`src/rtl/sm_seq_divider.sv`:
```
// sm_seq_divider
//   Multi-cycle sign-magnitude integer divider. A restoring shift-subtract
//   datapath produces one quotient bit per clock, MSB first. Results are in
//   sign-magnitude form, truncated toward zero. A zero divisor is flagged and
//   bypasses the iteration entirely.
//
// Ports
//   clk, rst          : clock; asynchronous active-high reset
//   start             : request a division (sampled only while idle)
//   dividend_mag/sign : dividend operand (sign 1 = negative)
//   divisor_mag/sign  : divisor operand (sign 1 = negative)
//   busy              : high while a division is in progress (CALC, FIN)
//   done              : one-cycle pulse, results newly updated
//   quotient_mag/sign : registered quotient
//   remainder_mag/sign: registered remainder
//   div_by_zero       : registered, last completed operation had divisor 0
module sm_seq_divider #(
  parameter int W = 3
) (
  input  logic         clk,
  input  logic         rst,
  input  logic         start,
  input  logic [W-1:0] dividend_mag,
  input  logic         dividend_sign,
  input  logic [W-1:0] divisor_mag,
  input  logic         divisor_sign,
  output logic         busy,
  output logic         done,
  output logic [W-1:0] quotient_mag,
  output logic         quotient_sign,
  output logic [W-1:0] remainder_mag,
  output logic         remainder_sign,
  output logic         div_by_zero
);

  localparam int CW = (W > 1) ? $clog2(W) : 1;

  localparam logic [1:0] S_IDLE = 2'd0;
  localparam logic [1:0] S_CALC = 2'd1;
  localparam logic [1:0] S_FIN  = 2'd2;

  // Suppress negative zero: a sign only survives on a nonzero magnitude.
  function automatic logic sign_fix(input logic s, input logic [W-1:0] mag);
    return s & (|mag);
  endfunction

  // Control state
  logic [1:0]    state_q, state_d;
  logic [CW-1:0] cnt_q, cnt_d;

  // Working datapath registers (no reset: only meaningful after an accept)
  logic [W-1:0]  dvd_q, dvd_d;
  logic [W-1:0]  dvs_q, dvs_d;
  logic [W-1:0]  rem_q, rem_d;
  logic [W-1:0]  quo_q, quo_d;
  logic          dvd_sign_q, dvd_sign_d;
  logic          dvs_sign_q, dvs_sign_d;

  // Output registers
  logic [W-1:0]  quotient_mag_q, quotient_mag_d;
  logic          quotient_sign_q, quotient_sign_d;
  logic [W-1:0]  remainder_mag_q, remainder_mag_d;
  logic          remainder_sign_q, remainder_sign_d;
  logic          div_by_zero_q, div_by_zero_d;

  // One restoring step
  logic [W:0]    trial;
  logic          trial_ge;
  logic [W-1:0]  rem_step;
  logic [W-1:0]  quo_step;

  always_comb begin
    trial    = {rem_q, dvd_q[W-1]};
    trial_ge = (trial >= {1'b0, dvs_q});
    // When trial >= divisor the difference is < divisor, so the low W bits
    // of the subtraction are exact.
    rem_step = trial_ge ? (trial[W-1:0] - dvs_q) : trial[W-1:0];
    quo_step = {quo_q[W-2:0], trial_ge};
  end

  always_comb begin
    state_d          = state_q;
    cnt_d            = cnt_q;
    dvd_d            = dvd_q;
    dvs_d            = dvs_q;
    rem_d            = rem_q;
    quo_d            = quo_q;
    dvd_sign_d       = dvd_sign_q;
    dvs_sign_d       = dvs_sign_q;
    quotient_mag_d   = quotient_mag_q;
    quotient_sign_d  = quotient_sign_q;
    remainder_mag_d  = remainder_mag_q;
    remainder_sign_d = remainder_sign_q;
    div_by_zero_d    = div_by_zero_q;

    case (state_q)
      S_IDLE: begin
        if (start) begin
          dvd_d      = dividend_mag;
          dvs_d      = divisor_mag;
          dvd_sign_d = dividend_sign;
          dvs_sign_d = divisor_sign;
          rem_d      = '0;
          quo_d      = '0;
          cnt_d      = CW'(W - 1);
          if (divisor_mag == '0) begin
            // Fast path: results are published on the accept edge itself.
            quotient_mag_d   = '1;
            quotient_sign_d  = 1'b1;
            remainder_mag_d  = '1;
            remainder_sign_d = 1'b1;
            div_by_zero_d    = 1'b1;
            state_d          = S_FIN;
          end else begin
            state_d = S_CALC;
          end
        end
      end

      S_CALC: begin
        rem_d = rem_step;
        quo_d = quo_step;
        dvd_d = {dvd_q[W-2:0], 1'b0};
        if (cnt_q == '0) begin
          quotient_mag_d   = quo_step;
          quotient_sign_d  = sign_fix(dvd_sign_q ^ dvs_sign_q, quo_step);
          remainder_mag_d  = rem_step;
          remainder_sign_d = sign_fix(dvd_sign_q, rem_step);
          div_by_zero_d    = 1'b0;
          state_d          = S_FIN;
        end else begin
          cnt_d = cnt_q - CW'(1);
        end
      end

      S_FIN: begin
        state_d = S_IDLE;
      end

      default: begin
        state_d = S_IDLE;
      end
    endcase
  end

  always_ff @(posedge clk or posedge rst) begin
    if (rst) begin
      state_q          <= S_IDLE;
      cnt_q            <= '0;
      quotient_mag_q   <= '0;
      quotient_sign_q  <= 1'b0;
      remainder_mag_q  <= '0;
      remainder_sign_q <= 1'b0;
      div_by_zero_q    <= 1'b0;
    end else begin
      state_q          <= state_d;
      cnt_q            <= cnt_d;
      quotient_mag_q   <= quotient_mag_d;
      quotient_sign_q  <= quotient_sign_d;
      remainder_mag_q  <= remainder_mag_d;
      remainder_sign_q <= remainder_sign_d;
      div_by_zero_q    <= div_by_zero_d;
    end
  end

  always_ff @(posedge clk) begin
    dvd_q      <= dvd_d;
    dvs_q      <= dvs_d;
    rem_q      <= rem_d;
    quo_q      <= quo_d;
    dvd_sign_q <= dvd_sign_d;
    dvs_sign_q <= dvs_sign_d;
  end

  assign busy           = (state_q != S_IDLE);
  assign done           = (state_q == S_FIN);
  assign quotient_mag   = quotient_mag_q;
  assign quotient_sign  = quotient_sign_q;
  assign remainder_mag  = remainder_mag_q;
  assign remainder_sign = remainder_sign_q;
  assign div_by_zero    = div_by_zero_q;

endmodule
```
`config.mk`:
```
export PLATFORM = sky130hd
export DESIGN_NAME = sm_seq_divider
export DESIGN_NICKNAME = d
export VERILOG_FILES = /design/src/rtl/sm_seq_divider.sv
export SDC_FILE = /design/constraint.sdc
export NUM_CORES = 1
export LEC_CHECK = 0
export CAP_MARGIN = 25
export CORE_MARGIN = 4
export CORE_UTILIZATION = 50
export DETAILED_ROUTE_END_ITERATION = 6
export DONT_BUFFER_PORTS = 1
export PLACE_DENSITY = 0.7
export SETUP_SLACK_MARGIN = 0.05
export SYNTH_ARGS = -nofsm -noshare
export SYNTH_HDL_FRONTEND = slang
export SYNTH_SLANG_ARGS = --single-unit
export TNS_END_PERCENT = 50
```
`constraint.sdc`:
```
create_clock -name clk -period 2.45 [get_ports clk]
set_input_delay 0.3675 -clock clk [delete_from_list [all_inputs] [get_ports clk]]
set_output_delay 0.3675 -clock clk [all_outputs]
set_load 0.005 [all_outputs]
```
==> run_results.csv, run 1 <==
group,metric,value,unit
status,outcome,"finished clean",
routing,vias,779,
die,die-area,0.003347,sq mm
clock_tree,clk_path_buf_depth,2,
timing,fmax,0.4873,GHz
timing,hold_viol_final,0,
routing,drc_errors,0,
grt,grt_pass1_vias,785,
logic_synthesis,synth_compound_area_share,13.49,%
logic_synthesis,async_reset_ff_share,50.00,%
routing,via_per_inst,5.604,
logic_synthesis,synth_area_leaders,"edfxtp_1 31%, dfrtp_1 26%, ha_1 4.0%",
die,fp.coreArea,0.002297,sq mm
logic_synthesis,synth_top_family_by_area,"simple AND/OR/NAND/NOR gates",
routing,wire_per_inst,15.72,microns
grt,grtUsageTotal,14.47,%
clock_tree,cts_post_setup_buffers_inserted,0,
finish,fin_nets,128,
grt,grt_pass1_wl,3650,microns
timing,skew,3.913,ps
grt,overflow,0,
finish,drive_above_1_share,9.009,%
routing,drt_iter0_markers,35,
run,cap_violations,0,
logic_synthesis,syn_inst,108,
clock_tree,cts_root_buffer,"clkbuf_4",
clock_tree,clock-sinks,26,
clock_tree,path_clk_slew,130,ps
logic_synthesis,synth_mux_area_share,2.618,%
logic_synthesis,synth_top_area_share,31.42,%
die,io_pins,22,
clock_tree,numCtsBuffers,3,
logic_synthesis,synth-simple-area-share,15.21,%
die,rows,17,
clock_tree,cts_tree,"built",
logic_synthesis,synth_cell_type_count,32,
pwr,p_per_area,1382,mW/mm^2
worst_hold_path,hold_depth,0,
routing,drt_pass1_iterations,4,
logic_synthesis,avgSynthCellArea,11.50,sq um
routing,finalWirelength,2185,microns
routing,ant_nets,0,
timing,rsz0062_at_grt,"false",
placement,port_buffers,0,
worst_setup_path,crit_path_start_kind,"register",
placement,dp_hpwl,1673,microns
clock_tree,worstSkewPairLatency,310,ps
die,start_util,54.08,%
logic_synthesis,netlist_area,0.001242,sq mm
logic_synthesis,yosys_warnings,0,
pwr,leakage,0.5415,nW
timing,final.setup.tns,0,ps
logic_synthesis,yosys.area.top_type,"edfxtp_1",
finish,n_antenna_cell,0,
timing,slew_headroom,66.89,%
worst_setup_path,critPathKind,"reg2reg",
logic_synthesis,synth_nets,124,
finish,final_cell_mix,"13 x nand2_1, 13 x dfrtp_1, 13 x edfxtp_1",
pwr,vdd_ir_drop_max,0.8075,mV
clock_tree,htree_levels,1,
logic_synthesis,synth_xor_area_share,0.7049,%
finish,fin_util,56.43,%
worst_setup_path,cp_data_required_time,2630,ps
logic_synthesis,synth_edf_count,13,
worst_setup_path,crit_fanout,4,
die,fp.dieW,57.85,microns
logic_synthesis,synthFlopType,"edfxtp_1",
worst_setup_path,worst_setup_path_end_kind,"register",
finish,syn_to_final_growth,4.330,%
timing,setup_viol,0,
timing,fin_crit,2052,ps
worst_setup_path,r2r_setup_slack,400,ps
logic_synthesis,synthAdderAreaFrac,5.639,%
worst_hold_path,min_path_type,"in2reg",
logic_synthesis,ys_ff_latch,26,
timing,period_share,83.77,%
timing,report.final.slew_viol_count,0,
die,die_height,57.85,microns
placement,place_congestion,0.7524,
timing,tightest_slew,496.1,ps
grt,antenna_found_initial,0,
grt,grt_max_degree,15,
worst_setup_path,rr_worst_depth,7,
logic_synthesis,seq_area_frac_synth,57.60,%
worst_setup_path,arrival,2230,ps
clock_tree,cts_resized,0,
timing,holdWs,136.9,ps
## power by group
| part | internal [mW] | total [mW] | switching, mW |
|---|---|---|---|
| clock network | 0.0596 | 0.179 | 0.120 |
| logic | 0.327 | 0.782 | 0.455 |
| registers | 0.697 | 0.830 | 0.132 |
## critical path, cell delays in order (launching register included)
cell and delay, ps:
edfxtp_1 480, inv_1 100, ha_1 180, fa_1 210
a21bo_2 270, a21boi_2 220, mux2_2 370, nor2_1 90
## worst paths after layout
path,end,start
worst max-delay path,rem_q[1]$_SDFFCE_PN0P_,dvd_q[2]$_DFFE_PP_
worst min-delay path,dvs_sign_q$_DFFE_PP_,divisor_sign
worst max register to register,rem_q[1]$_SDFFCE_PN0P_,dvd_q[2]$_DFFE_PP_
worst min register to register,cnt_q[0]$_DFFE_PP0P_,cnt_q[0]$_DFFE_PP0P_
max in group asynchronous,remainder_mag[1]$_DFFE_PP0P_,rst
min in group asynchronous,cnt_q[1]$_DFFE_PP0P_,rst
## cells by family after synthesis
kind of cell,after synthesis
compound gates,22
xor+xnor,1
simple gates,38
fa+ha+maj,5
mux,3
buf+inv,13
flops,26
## routing by layer
| metal | up-vias | GRT usage [%] | share of wire (%) |
|---|---|---|---|
| met5 | - | 0 | 0 |
| met4 | 0 | 6.623 | 1.4 |
| met3 | 6 | 4.232 | 5.9 |
| met2 | 39 | 21.94 | 50 |
| met1 | 351 | 19.12 | 43 |
| li1 | 383 | - | - |
## area by class of cell
| cell class | instances | area [sq um] |
|---|---|---|
| clock buffer | 3 | 22.52 |
| clock inverter | 1 | 3.754 |
| fill | 200 | 1001 |
| inverter | 11 | 41.29 |
| multi-input combinational | 69 | 467.9 |
| sequential | 26 | 715.7 |
| tap | 28 | 35.03 |
| timing repair buffer | 1 | 10.01 |
## synthesized netlist by cell type (2+ instances only)
library cell / n
nor2_1: 9
dfrtp_1: 13
inv_1: 11
o22a_1: 3
nor2b_1: 2
mux2_2: 2
nand2_1: 13
o21ai_0: 5
edfxtp_1: 13
a21oi_1: 6
nor4_1: 2
and2_1: 4
nor3_1: 3
ha_1: 4
## sequential cells by signal (all words and copies together) (netlist names)
| signal | count |
|---|---|
| rem_q | 3 |
| div_by_zero | 1 |
| dvd_q | 3 |
| cnt_q | 2 |
| quotient_sign | 1 |
| remainder_mag | 3 |
| quo_q | 2 |
| dvd_sign_q | 1 |
| quotient_mag | 3 |
| dvs_sign_q | 1 |
| remainder_sign | 1 |
| state_q | 2 |
| dvs_q | 3 |
## per-stage QoR
stage	power (mW)	std cells	cell area [sq um]	worst slack [ps]
floorplan	1.446	108	1242	590.3
global placement	1.587	134	1260	546.3
detailed placement	1.621	134	1260	448.7
CTS	1.801	139	1296	409.7
global route	1.929	139	1296	304.7
finish	1.791	139	1296	397.7
## repair_timing
action,CTS,global route
hold buffers,1,0
setup endpoints to repair,0,0
hold endpoints to repair,13,0
Note: power is estimated with default switching activity, not from simulation.
==> inputs of run 2 (changes only) <==
==> constraint.sdc (replaced) <==
create_clock -name clk -period 1.9 [get_ports clk]
set_input_delay 0.285 -clock clk [delete_from_list [all_inputs] [get_ports clk]]
set_output_delay 0.285 -clock clk [all_outputs]
set_load 0.005 [all_outputs]
==> run 2 against run 1 <==
  * Die area stayed put
  * Sequential share of layout area decreased by 2.7 points
  * Largest cell class unchanged
  * Highest routed layer unchanged
  * Hold slack worse by 93 ps
  * Via count is 4.7% higher
  * Count of clock-buffer cells in the layout up 1
  * Core utilization up 2.9 points
  * First-iteration DRC count fell by 49%
  * Global-route usage rose by 0.41 points
==> run_results.csv, run 2 (synthesis gave the netlist of run 1 again) <==
group,metric,value,unit
pwr,p_clk_share,9.8,%
worst_setup_path,critPathKind,"reg2reg",
worst_setup_path,crit_fanout,4,
pwr,swShare,38.83,%
worst_setup_path,cp_cell_sequence,"inv_1 > ha_2 > fa_2 > a21bo_4 > a21boi_4 > mux2_4 > nor2_1",
timing,hold_viol_final,0,
routing,finalWirelength,2345,microns
run,cap_violations,0,
grt,antenna_found_initial,0,
finish,final_cell_mix,"13 x nand2_1, 13 x dfrtp_1, 13 x edfxtp_1",
timing,skew,4.809,ps
clock_tree,cts_root_buffer,"clkbuf_4",
die,fp.coreArea,0.002297,sq mm
finish,instances_no_fill,144,
timing,finalWorstSetupSlack,61.02,ps
timing,slew_headroom,66.09,%
die,die-area,0.003347,sq mm
finish,fin_util,59.31,%
pwr,power.internal,1.526,mW
worst_setup_path,r2r-start,"dvd_q[2]$_DFFE_PP_",
grt,overflow,0,
placement,dp_cells,138,
status,outcome,"finished clean",
placement,place_congestion,0.9079,
clock_tree,path_clk_slew,140,ps
timing,report.final.slew_viol_count,0,
worst_hold_path,worstHoldStart,"divisor_sign",
clock_tree,clk_path_buf_depth,2,
die,rows,17,
timing,setup_viol,0,
routing,vias,816,
clock_tree,htree_levels,1,
finish,n_antenna_cell,0,
placement,dp_hpwl,1736,microns
pwr,vdd_ir_drop_max,0.9982,mV
die,die_height,57.85,microns
pwr,sequentialPowerShare,42.5,%
clock_tree,clock-sinks,26,
timing,period_share,96.79,%
pwr,leakage,0.5739,nW
routing,wire_per_inst,16.28,microns
grt,grt_pass1_wl,3698,microns
finish,syn_to_final_growth,9.668,%
worst_setup_path,cp_data_required_time,2090,ps
pwr,p_switching,0.9687,mW
die,io_pins,22,
worst_setup_path,slowest_stage,"edfxtp_1",
routing,drc_errors,0,
worst_setup_path,arrival,2030,ps
finish,drive_above_1_share,15.52,%
finish,fin_nets,133,
clock_tree,worstSkewPairLatency,320,ps
clock_tree,cts_tree,"built",
worst_setup_path,cp_top_family,"flip-flops",
die,start_util,54.08,%
grt,grt_pass1_vias,774,
worst_setup_path,crit_path_start_kind,"register",
die,fp.dieW,57.85,microns
finish,fillers,204,
worst_setup_path,crit_path_max_incr_delay,420,ps
routing,via_per_inst,5.667,
grt,grt_max_degree,15,
timing,rsz0062_at_grt,"true",
pwr,power,2.495,mW
timing,fin_crit,1839,ps
worst_hold_path,min_path_type,"in2reg",
placement,dpl_worst_slack,-25.00,ps
timing,tightest_slew,508.2,ps
pwr,p_comb_share,47.6,%
routing,drt_iter0_markers,18,
worst_setup_path,startpoint,"dvd_q[2]$_DFFE_PP_",
clock_tree,numCtsBuffers,3,
routing,ant_nets,0,
grt,grtUsageTotal,14.88,%
pwr,p_per_area,1831,mW/mm^2
routing,drt_pass1_iterations,4,
timing,fmax,0.5438,GHz
placement,port_buffers,0,
worst_setup_path,worst_setup_path_end_kind,"register",
worst_setup_path,worst-path-buf-inv,1,
## run 2: cell count changes in the layout (fill, tap and decap cells not counted), sizes merged
cell and change:
buf +5, clkbuf +1, clkinv -1
## run 2: cell type report
cell class	count	area, sq um	area share [%]
inverter	11	41.29	3.030
multi-input combinational	69	496.7	36.46
sequential	26	715.7	52.53
timing repair buffer	6	47.55	3.489
clock buffer	4	26.28	1.928
tap	28	35.03	2.571
## run 2: what timing repair did
action / 4_1_cts / 5_1_grt
resized for setup: 5 / 1
endpoints found under the hold margin: 13 / 0
endpoints found under the setup margin: 5 / 6
setup buffers: 1 / 0
pin swaps: 5 / 1
hold buffers: 1 / 0
## run 2: metrics by stage
| step | hold WS (ps) | instance area, sq um | setup TNS, ps |
|---|---|---|---|
| after detailed placement | 241.5 | 1296 | -29.36 |
| after global routing | 20.44 | 1363 | -28.82 |
| after CTS | 38.46 | 1356 | 0 |
| final | 43.97 | 1363 | 0 |
| after floorplan | 162.0 | 1249 | 0 |
| after global placement | 225.2 | 1296 | 0 |
## run 2: worst paths after layout
path                                                     end  slack, ps  depth (start not counted)
worst max-delay path                  rem_q[1]$_SDFFCE_PN0P_         60                          7
min in group asynchronous       remainder_mag[0]$_DFFE_PP0P_        410                          2
worst min register to register          cnt_q[0]$_DFFE_PP0P_        480                          1
worst min-delay path                    dvs_sign_q$_DFFE_PP_         40                          0
max in group asynchronous       remainder_mag[1]$_DFFE_PP0P_       1150                          2
worst max register to register        rem_q[1]$_SDFFCE_PN0P_         60                          7
## run 2: power groups by stage
| stage | logic [mW] | registers [mW] | clock network, mW |
|---|---|---|---|
| finish | 1.19 | 1.06 | 0.246 |
| detailed placement | 1.08 | 1.08 | 0 |
| global route | 1.31 | 1.10 | 0.274 |
| floorplan | 0.850 | 1.04 | 0 |
| global placement | 1.05 | 1.07 | 0 |
| CTS | 1.17 | 1.06 | 0.251 |
## run 2: routing by layer
metal | wire (microns) | up-vias | track usage, %
li1 | - | 390 | -
met1 | 1063 | 403 | 19.20
met2 | 1138 | 19 | 23.06
met3 | 89 | 4 | 3.118
met4 | 54 | 0 | 8.609
met5 | 0 | - | 0
==> inputs of run 3 (changes only) <==
--- a/config.mk
+++ b/config.mk
@@ -6,11 +6,13 @@
 export NUM_CORES = 1
 export LEC_CHECK = 0
 export CAP_MARGIN = 25
+export CORE_ASPECT_RATIO = 2
 export CORE_MARGIN = 4
-export CORE_UTILIZATION = 50
+export CORE_UTILIZATION = 42
+export CTS_CLUSTER_DIAMETER = 50
 export DETAILED_ROUTE_END_ITERATION = 6
 export DONT_BUFFER_PORTS = 1
-export PLACE_DENSITY = 0.7
+export PLACE_DENSITY = 0.61
 export SETUP_SLACK_MARGIN = 0.05
 export SYNTH_ARGS = -nofsm -noshare
 export SYNTH_HDL_FRONTEND = slang
==> run 3 against run 2 <==
  * Core utilization fell by 8.0 points
  * First-iteration DRC count decreased by 11%
  * Sequential power about the same
  * Critical endpoint unchanged
  * Largest power group unchanged
==> run_results.csv, run 3 (synthesis gave the netlist of run 1 again) <==
group,metric,value,unit
grt,overflow,0,
pwr,p_switching,1.018,mW
timing,fmax,0.5398,GHz
clock_tree,clock-sinks,26,
pwr,leakage,0.6088,nW
clock_tree,htree_levels,1,
die,fp.coreArea,0.002804,sq mm
worst_setup_path,crit_path_start_kind,"register",
die,die-area,0.003945,sq mm
worst_setup_path,crit_path_max_incr_delay,400,ps
routing,vias,824,
pwr,p_comb_share,45.5,%
placement,place_congestion,0.8764,
timing,rsz0062_at_grt,"true",
clock_tree,clk_path_buf_depth,2,
routing,drc_errors,0,
routing,via_per_inst,5.605,
timing,skew,6.734,ps
grt,grt_max_degree,16,
clock_tree,worstSkewPairLatency,270,ps
finish,final_cell_mix,"13 x nand2_1, 13 x dfrtp_1, 13 x edfxtp_1",
pwr,vdd_ir_drop_max,0.9133,mV
timing,setup_viol,0,
worst_setup_path,arrival,1980,ps
routing,drt_iter0_markers,16,
die,rows,27,
routing,drt_pass1_iterations,4,
clock_tree,numCtsBuffers,3,
worst_setup_path,cp_cell_sequence,"inv_2 > ha_4 > fa_2 > a21bo_4 > a21boi_4 > mux2_4 > nor2_2",
timing,slew_headroom,64.59,%
worst_setup_path,cp_data_required_time,2030,ps
worst_setup_path,crit_end,"rem_q[1]$_SDFFCE_PN0P_",
routing,finalWirelength,2630,microns
worst_setup_path,r2r-start,"dvd_q[2]$_DFFE_PP_",
worst_setup_path,slowest_stage,"edfxtp_1",
finish,fillers,257,
placement,dp_hpwl,2035,microns
worst_setup_path,r2r_setup_slack,50,ps
worst_setup_path,startpoint,"dvd_q[2]$_DFFE_PP_",
finish,multi_input_area,508.0,sq um
clock_tree,cts_root_buffer,"clkbuf_8",
worst_setup_path,r2r_end,"rem_q[1]$_SDFFCE_PN0P_",
finish,drive_above_1_share,19.49,%
grt,grt_pass1_wl,4264,microns
finish,seq_area,715.7,sq um
finish,instances_no_fill,147,
worst_setup_path,critPathKind,"reg2reg",
worst_hold_path,min_path_type,"in2reg",
pwr,sequentialPowerShare,38.5,%
finish,n_antenna_cell,0,
finish,syn_to_final_growth,15.81,%
worst_setup_path,worst_setup_path_end_kind,"register",
timing,report.final.slew_viol_count,0,
pwr,swShare,36.51,%
finish,fin_nets,135,
die,start_util,44.31,%
worst_setup_path,crit_fanout,4,
die,io_pins,22,
pwr,power.internal,1.771,mW
pwr,p_clk_share,16.1,%
placement,port_buffers,0,
routing,wire_per_inst,17.89,microns
placement,dp_cells,141,
timing,tightest_slew,530.6,ps
timing,period_share,97.50,%
worst_setup_path,rr_worst_depth,7,
grt,grt_pass1_vias,891,
status,outcome,"finished clean",
worst_hold_path,worstHoldStart,"divisor_sign",
pwr,p_per_area,1938,mW/mm^2
timing,fin_crit,1852,ps
die,die_height,84.92,microns
clock_tree,path_clk_slew,90,ps
grt,antenna_found_initial,0,
die,fp.dieW,46.46,microns
clock_tree,cts_tree,"built",
run,cap_violations,0,
grt,grtUsageTotal,15.07,%
pwr,power,2.789,mW
timing,hold_viol_final,0,
routing,ant_nets,0,
[run 3: worst min-delay path by stage]
stage	end	slack, ps	cells past startpoint
6_report	dvs_sign_q$_DFFE_PP_	110	0
5_1_grt	dvd_sign_q$_DFFE_PP_	90	0
4_1_cts	dvs_sign_q$_DFFE_PP_	100	0
3_5_place_dp	quotient_mag[2]$_DFFE_PP0P_	250	1
3_3_place_gp	quotient_mag[1]$_DFFE_PP0P_	240	1
2_1_floorplan	cnt_q[0]$_DFFE_PP0P_	160	1
[run 3: cell type report]
class / instances / area share [%]
tap: 29 / 2.522
clock buffer: 3 / 2.870
sequential: 26 / 49.74
multi-input combinational: 69 / 35.30
inverter: 11 / 2.870
timing repair buffer: 8 / 4.609
clock inverter: 1 / 2.087
[run 3: what timing repair did]
| action | in CTS | in global routing |
|---|---|---|
| endpoints found under the hold margin | 13 | 0 |
| hold buffers | 1 | 0 |
| pin swaps | 3 | 3 |
| endpoints found under the setup margin | 6 | 6 |
| gates resized for setup | 6 | 3 |
| setup buffers | 0 | 1 |
[run 3: power groups by stage]
stage          logic, mW  clock network (mW)  registers (mW)
6_report            1.27               0.448            1.07
5_1_grt             1.40               0.482            1.10
4_1_cts             1.22               0.454            1.08
3_5_place_dp        1.13                   0            1.09
3_3_place_gp        1.09                   0            1.08
2_1_floorplan      0.850                   0            1.04
[run 3: through the flow]
stage	setup slack [ps]	TNS, ps	area, sq um	hold slack (ps)	utilization (%)
after floorplan	70.54	0	1249	162.0	-
final	47.55	0	1439	105.2	51.32
after global routing	-10.87	-10.87	1439	91.11	51.32
after global placement	26.71	0	1313	241.7	46.81
after CTS	35.74	0	1420	104.3	50.65
after detailed placement	-48.29	-72.65	1313	249.3	46.81
[run 3: layer usage]
layer | wire length [microns] | GRT usage, % | part of all wire [%]
met5 | 0 | 0 | 0
met4 | 45 | 6.736 | 1.7
met3 | 74 | 2.335 | 2.8
met2 | 1519 | 26.13 | 58
met1 | 990 | 16.96 | 38
[run 3: critical path: cells and delay by family, from the launching register on]
family	cells	cell delay [ps]
flip-flops	1	400
AND/OR/NAND/NOR	1	90
multiplexers	1	330
adder cells (fa/ha/maj)	2	350
AO/OA/AOI/OAI	2	440
buffers and inverters	1	100
